==> config.mk <==
export PLATFORM = sky130hd
export DESIGN_NAME = pwm_light_driver
export DESIGN_NICKNAME = d
export VERILOG_FILES = /design/src/rtl/pwm_light_driver.sv
export SDC_FILE = /design/constraint.sdc
export NUM_CORES = 1
export LEC_CHECK = 0
export CAP_MARGIN = 5
export CORE_UTILIZATION = 30
export CTS_CLUSTER_DIAMETER = 120
export CTS_CLUSTER_SIZE = 28
export DETAILED_ROUTE_END_ITERATION = 16
export PLACE_DENSITY = 0.55
export SYNTH_ARGS = -nofsm -noshare
export SYNTH_HDL_FRONTEND = slang
export SYNTH_SLANG_ARGS = --single-unit
export TNS_END_PERCENT = 100
==> constraint.sdc <==
create_clock -name clk -period 8.2 [get_ports clk]
set_input_delay 1.64 -clock clk [delete_from_list [all_inputs] [get_ports clk]]
set_output_delay 1.64 -clock clk [all_outputs]
set_load 0.01 [all_outputs]
==> src/rtl/pwm_light_driver.sv <==
// pwm_light_driver: fixed-period PWM with boundary-latched, clamped duty and graceful stop
module pwm_light_driver #(
  parameter int unsigned PERIOD      = 10,
  parameter bit          ACTIVE_HIGH = 1'b1
) (
  input  logic        clk,
  input  logic        rst,
  input  logic        en,
  input  logic [31:0] duty,
  output logic        pwm_out,
  output logic        period_start,
  output logic        busy,
  output logic [31:0] duty_latched
);
  localparam logic [31:0] P    = 32'(PERIOD);
  localparam logic [31:0] LAST = 32'(PERIOD - 1);
  localparam logic        OFF  = ~ACTIVE_HIGH;
  typedef enum logic [1:0] {IDLE, RUN, STOP} state_t;
  state_t      r_state;
  logic [31:0] r_phase, r_duty;
  logic        r_pwm, r_ps, r_busy;
  logic [31:0] w_clamp, w_next;
  logic        w_edge;
  assign w_clamp = duty > P ? P : duty;
  assign w_next  = r_phase + 32'd1;
  assign w_edge  = r_state == IDLE || r_phase == LAST;
  assign pwm_out      = r_pwm;
  assign period_start = r_ps;
  assign busy         = r_busy;
  assign duty_latched = r_duty;
  // At a period edge (or from idle) either start a new period or park; otherwise keep counting
  always_ff @(posedge clk) begin
    if (rst) begin
      r_state <= IDLE;
      r_phase <= '0;
      r_duty  <= '0;
      r_pwm   <= OFF;
      r_ps    <= 1'b0;
      r_busy  <= 1'b0;
    end else if (w_edge && en) begin
      r_state <= RUN;
      r_phase <= '0;
      r_duty  <= w_clamp;
      r_pwm   <= (w_clamp != 32'd0) ^ OFF;
      r_ps    <= 1'b1;
      r_busy  <= 1'b1;
    end else if (w_edge) begin
      r_state <= IDLE;
      r_phase <= '0;
      r_pwm   <= OFF;
      r_ps    <= 1'b0;
      r_busy  <= 1'b0;
    end else begin
      r_state <= en ? RUN : STOP;
      r_phase <= w_next;
      r_pwm   <= (w_next < r_duty) ^ OFF;
      r_ps    <= 1'b0;
      r_busy  <= 1'b1;
    end
  end
endmodule
==> reports/metrics.yaml, run 1 <==
dp_hpwl_mm: 6.25
whs_endpoint: "duty_latched[13]"
use_met2: 0.212
clkSlewWorstSetupHoldPaths_ps: 60
seqPwrFrac: 0.425
regArea_sq_mm: 0.00138
wl_per_cell_um: 13.2
num_rows: 39
drt-total-wl_mm: 8.03
area_growth_pct: 31.3
ioPinCount: 70
worstHoldPathType: "reg2reg"
vias: 2911
grt_use_total: 0.138
rsz0062_at_grt: "false"
finClkSkew_ps: 5.09
p_sw_frac: 0.199
drive_above_1_share: 0.0710
cp_common_cell: "nand4_1"
numCtsBuffers: 9
n_antenna_cell: 0
critical_path_class: "reg2reg"
rrSetupSlack_ps: 5060
violations: "design-rule violations"
crit_chain: "and4_4 > and4_1 > nand4_1 > xnor2_2 > ha_1 > nand4_1 > or2_2 > or3_1 > a31oi_1 > o32ai_1"
root_buffer: "clkbuf_16"
max_slew.worst_pin.slew_ps: 1070
clkPwrFrac: 0.527
cts-resized-gates: 0
status: "complete, but fails checks"
placed_area_sq_mm: 0.00442
drv_slew: 0
setup_viol: 0
hold_viol: 0
nets: 528
p_total_uw: 802
yosysSeqAreaShare: 0.382
clk_latency_ps: 320
gr-usage-met3: 0.0250
synth_edf_count: 0
post-route-period-util: 0.383
dieHeight_um: 112
start_util: 0.312
max_stage_delay_ps: 520
clockBufferDepth: 2
relSlewSlack: 0.285
synth_cell_types: 44
path_buf_inv: 0
drt_iter0_markers: 107
die-area_sq_mm: 0.0125
holdWs_ps: 489
ant_nets: 0
holdBufCountCts: 0
final_area_sq_mm: 0.00474
antenna_found_initial: 0
setup_ws_ps: 5060
synth_seq_cells: 69
min_from: "duty_latched[13]"
worst_hold_path.num_cells: 1
ir_drop_v: 0.0000912
synth_area_per_cell_sq_um: 9.27
combPwrFrac: 0.048
core_sq_mm: 0.0116
grt_max_degree: 29
cp.depth: 10
firstDrtPassIters: 10
syn_inst: 390
critPathRequiredTime_ps: 8400
fmax_mhz: 318
leakage_nw: 1.85
max_cap_viol_count: 0
grt_use_met1: 0.192
tns_ps: 0
finalWeightedCongestion: 0.811
multi_input_area_sq_mm: 0.00201
cts_tree: "done"
grt_pass1_wl_mm: 13.8
critPathCaptureType: "flop"
rr_endpoint: "pwm_out"
crit_fanout: 15
syn_nets: 458
top_usage_layer: "met2"
htree_levels: 3
slowest_stage: "and4_1"
grt_pass1_vias: 2897
io_buffer_count: 69
synth_area_sq_mm: 0.00361
fin_crit_ps: 3140
p_int_uw: 643
powerDensity_mw_per_mm2: 169
yosys_warnings: 0
drcViolationCount: 2
cts_setup_buffers: 0
die_x_um: 112
grt_overflow_total: 0
synthFlopType: "dfxtp_1"
crit_family: "simple AND/OR/NAND/NOR gates"
nFillCells: 1136
p_sw_uw: 159
start_kind: "flop"
worstPathArrival_ps: 3340
cts_num_sinks: 69
ff2ff_path_depth: 10
r2r_start: "r_phase[9]"
synthArstFlopShare: 0
pre_cts_slack_ps: 4750
vias_per_cell: 4.79
## through the flow
stage	std cells	utilization
after global placement	592	0.382
after CTS	608	0.410
after detailed placement	592	0.382
final	608	0.410
after global routing	608	0.410
after floorplan	390	-
## kinds of logic after synthesis
group,after synthesis,synth area share
AND/OR/NAND/NOR,166,0.285
flip-flops,69,0.382
buffers and inverters,50,0.0616
AO/OA/AOI/OAI,42,0.0713
adder cells (fa/ha/maj),33,0.114
XOR/XNOR,30,0.0852
## routing by layer
layer / share of wire / up-vias / wire, um
met5: 0 / - / 0
met1: 0.52 / 1323 / 4160
met2: 0.42 / 79 / 3410
met4: 0.016 / 0 / 125
li1: - / 1498 / -
met3: 0.041 / 11 / 330
## synthesized netlist by cell type (4+ instances only)
| master | count | area share |
|---|---|---|
| a21oi_1 | 15 | 0.021 |
| and2_1 | 30 | 0.052 |
| and3_1 | 6 | 0.010 |
| buf_2 | 4 | 0.0055 |
| dfxtp_1 | 69 | 0.38 |
| ha_1 | 33 | 0.11 |
| inv_1 | 39 | 0.041 |
| nand2_1 | 14 | 0.015 |
| nand3_1 | 15 | 0.021 |
| nand4_1 | 23 | 0.040 |
| nor2_1 | 12 | 0.012 |
| nor2b_1 | 30 | 0.052 |
| nor3_1 | 7 | 0.0097 |
| nor4_1 | 13 | 0.023 |
| o21ai_0 | 11 | 0.015 |
| xnor2_1 | 20 | 0.048 |
| xnor2_2 | 6 | 0.027 |
| xor2_1 | 4 | 0.0097 |
## state kept, by name, summed over array words and instances (netlist names)
signal	cells
pwm_out	1
r_phase	32
period_start	1
r_state	2
duty_latched	32
busy	1
## power groups by stage
stage	clock (mW)	combinational [mW]	sequential, mW
after global routing	0.448	0.0433	0.341
after floorplan	0	0.0149	0.348
after detailed placement	0	0.0395	0.348
after CTS	0.432	0.0396	0.341
after global placement	0	0.0392	0.348
final	0.423	0.0388	0.341
## placed cells by master (no fill, tap or decap), types with 3 or more instances in the layout
cell	instances
nor4_1	13
xnor2_2	6
nand4_1	23
xor2_1	4
and4_1	3
xnor2_1	20
inv_1	39
clkbuf_16	9
o21ai_0	11
nand3_1	15
and2_1	30
ha_1	33
nor2_1	12
a21oi_1	15
and3_1	6
nand2_1	14
dfxtp_1	69
clkdlybuf4s50_1	69
nor2b_1	30
nor3_1	7
## cell type report
| class | instances | share of cell area |
|---|---|---|
| Clock inverter | 4 | 0.0148 |
| Multi-Input combinational cell | 271 | 0.424 |
| Clock buffer | 12 | 0.0541 |
| Tap cell | 143 | 0.0377 |
| Timing Repair Buffer | 70 | 0.147 |
| Sequential cell | 69 | 0.291 |
| Inverter | 39 | 0.0309 |
## worst register-to-register path, cell delays in order, from the launching register on
cell     delay [ps]
dfxtp_1         420
and4_4          270
and4_1          520
nand4_1         250
xnor2_2         200
ha_1            310
nand4_1         120
or2_2           300
or3_1           390
a31oi_1         140
o32ai_1         100
## how the worst max path moves through the flow
| stage | startpoint | end | slack, ps |
|---|---|---|---|
| 6_report | r_phase[9] | pwm_out | 5060 |
| 5_1_grt | r_phase[9] | pwm_out | 4820 |
| 4_1_cts | r_phase[9] | pwm_out | 5050 |
| 3_5_place_dp | en | duty_latched[26] | 4750 |
| 3_3_place_gp | en | duty_latched[28] | 4800 |
| 2_1_floorplan | duty[15] | duty_latched[1] | 5440 |
No activity file was read; power rests on OpenSTA's default activity.
==> run 2: changes to the inputs <==
clock period = 3.1 ns   (was 8.2 ns; I/O delays follow)
==> run 2 against run 1 <==
The run still ends with design-rule violations left. Register-to-register slack got worse by 4900 ps. Worst hold slack worse by 7.2 ps. Worst setup slack got worse by 4900 ps. Non-clock buffer count rose by 14. Utilization is 0.72 points higher. Highest routed layer unchanged. Design area rose by 1.8%. Global-route usage rose by 0.31 points. Clock power increased by 130%. Sequential cell count unchanged. Critical endpoint unchanged. Cell count is 2.1% higher. Clock skew barely moved. Sequential share of layout area shrank 0.40 points.
==> reports/metrics.yaml, run 2 (synthesis gave the netlist of run 1 again) <==
status: "complete, but fails checks"
violations: "design-rule violations"
grt_max_degree: 35
finClkSkew_ps: 4.88
drcViolationCount: 2
grt_pass1_wl_mm: 13.9
nFillCells: 1145
die-area_sq_mm: 0.0125
fin_util: 0.418
critPathRequiredTime_ps: 3310
clk_latency_ps: 340
drt_iter0_markers: 88
r2r_start: "r_phase[0]"
crit_chain: "buf_4 > nand3_1 > nor4_4 > nand4_1 > xnor2_2 > ha_1 > nand4_1 > or2_2 > or3_4 > a31oi_2 > o32ai_1"
fin_crit_ps: 2900
drv_slew: 0
mostFrequentLayoutCells: "clkdlybuf4s50_1 (69), dfxtp_1 (65), inv_1 (39)"
ir_drop_v: 0.000244
grt_overflow_total: 0
numCtsBuffers: 9
die_x_um: 112
max_cap_viol_count: 0
firstDrtPassIters: 10
hold_viol: 0
relSlewSlack: 0.265
worstPathArrival_ps: 3110
htree_levels: 3
rrSetupSlack_ps: 200
dieHeight_um: 112
final_common_cell: "clkdlybuf4s50_1"
regArea_sq_mm: 0.00139
path_buf_inv: 1
critical_path_class: "reg2reg"
n_antenna_cell: 0
start_util: 0.312
rr_endpoint: "pwm_out"
tns_ps: 0
nets: 542
cts_tree: "done"
grt_pass1_vias: 2936
critPathCaptureType: "flop"
io_buffer_count: 69
fmax_mhz: 344
crit_fanout: 5
max_slew.worst_pin.slew_ps: 1100
cts_num_sinks: 69
slowest_stage: "or3_4"
finalWeightedCongestion: 0.876
cp_common_cell: "nand4_1"
num_rows: 39
rsz0062_at_grt: "false"
ioPinCount: 70
worstHoldPathType: "reg2reg"
whs_endpoint: "duty_latched[21]"
min_from: "duty_latched[21]"
max_stage_delay_ps: 410
setup_viol: 0
powerDensity_mw_per_mm2: 412
ant_nets: 0
post-route-period-util: 0.936
drt-total-wl_mm: 8.16
worst_hold_path.num_cells: 1
root_buffer: "clkbuf_16"
drive_above_1_share: 0.117
clkSlewWorstSetupHoldPaths_ps: 50
ff2ff_path_depth: 11
crit_family: "simple AND/OR/NAND/NOR gates"
vias_per_cell: 4.74
dp_hpwl_mm: 6.37
clockBufferDepth: 2
grt_use_total: 0.141
start_kind: "flop"
antenna_found_initial: 0
wl_per_cell_um: 13.1
multi_input_area_sq_mm: 0.00203
leakage_nw: 1.90
vias: 2941
area_growth_pct: 33.6
core_sq_mm: 0.0116
[run 2: changes by cell type in the layout (fill, tap and decap cells not counted), sizes merged]
cell    before  now
clkbuf      12    9
bufinv       2    1
buf          1   15
clkinv       2    5
[run 2: final cells by class]
cell class,instances,share of cell area
multi-input combinational,271,0.421
timing repair buffer,84,0.166
sequential,69,0.287
clock inverter,6,0.0114
clock buffer,9,0.0466
inverter,39,0.0303
tap,143,0.0371
[run 2: power breakdown]
group	internal, mW	switching (mW)
Combinational	0.0620	0.0451
Clock	0.610	0.374
Sequential	0.895	0.00556
[run 2: worst max-delay path by stage]
| stage | startpoint | endpoint | slack, ps | cells past startpoint |
|---|---|---|---|---|
| global route | r_phase[0] | pwm_out | 10 | 11 |
| finish | r_phase[0] | pwm_out | 200 | 11 |
| detailed placement | r_phase[9] | pwm_out | 70 | 10 |
| global placement | r_phase[9] | pwm_out | 210 | 10 |
| CTS | r_phase[9] | pwm_out | 60 | 10 |
| floorplan | r_phase[9] | pwm_out | 380 | 12 |
[run 2: through the flow]
step	hold WS [ps]	power (mW)	cell area, sq um	std cells	setup slack [ps]
final	481	1.99	4830	621	197
after global routing	500	2.07	4830	621	12.3
after CTS	485	2.02	4800	620	61.7
after detailed placement	472	1.03	4520	605	65.3
after global placement	470	1.03	4520	605	211
after floorplan	479	0.960	3610	390	382
[run 2: timing repair]
action / 4_1_cts / 5_1_grt
setup endpoints to repair: 0 / 1
buffers inserted: 0 / 1
resized for setup: 0 / 9
hold buffers: 0 / 0
[run 2: routing by layer]
| layer | routed length (um) | GRT usage | up-vias |
|---|---|---|---|
| met4 | 142 | 0.0550 | 0 |
| met2 | 3510 | 0.220 | 91 |
| met3 | 490 | 0.0446 | 14 |
| met1 | 4020 | 0.179 | 1317 |
| li1 | - | - | 1519 |
| met5 | 0 | 0 | - |
[run 2: worst register-to-register path, cell delays in order, from the launching register on]
cell and delay [ps]:
dfxtp_2 370, buf_4 140, nand3_1 120, nor4_4 350, nand4_1 190, xnor2_2 180, ha_1 300, nand4_1 120
or2_2 340, or3_4 410, a31oi_2 160, o32ai_1 100
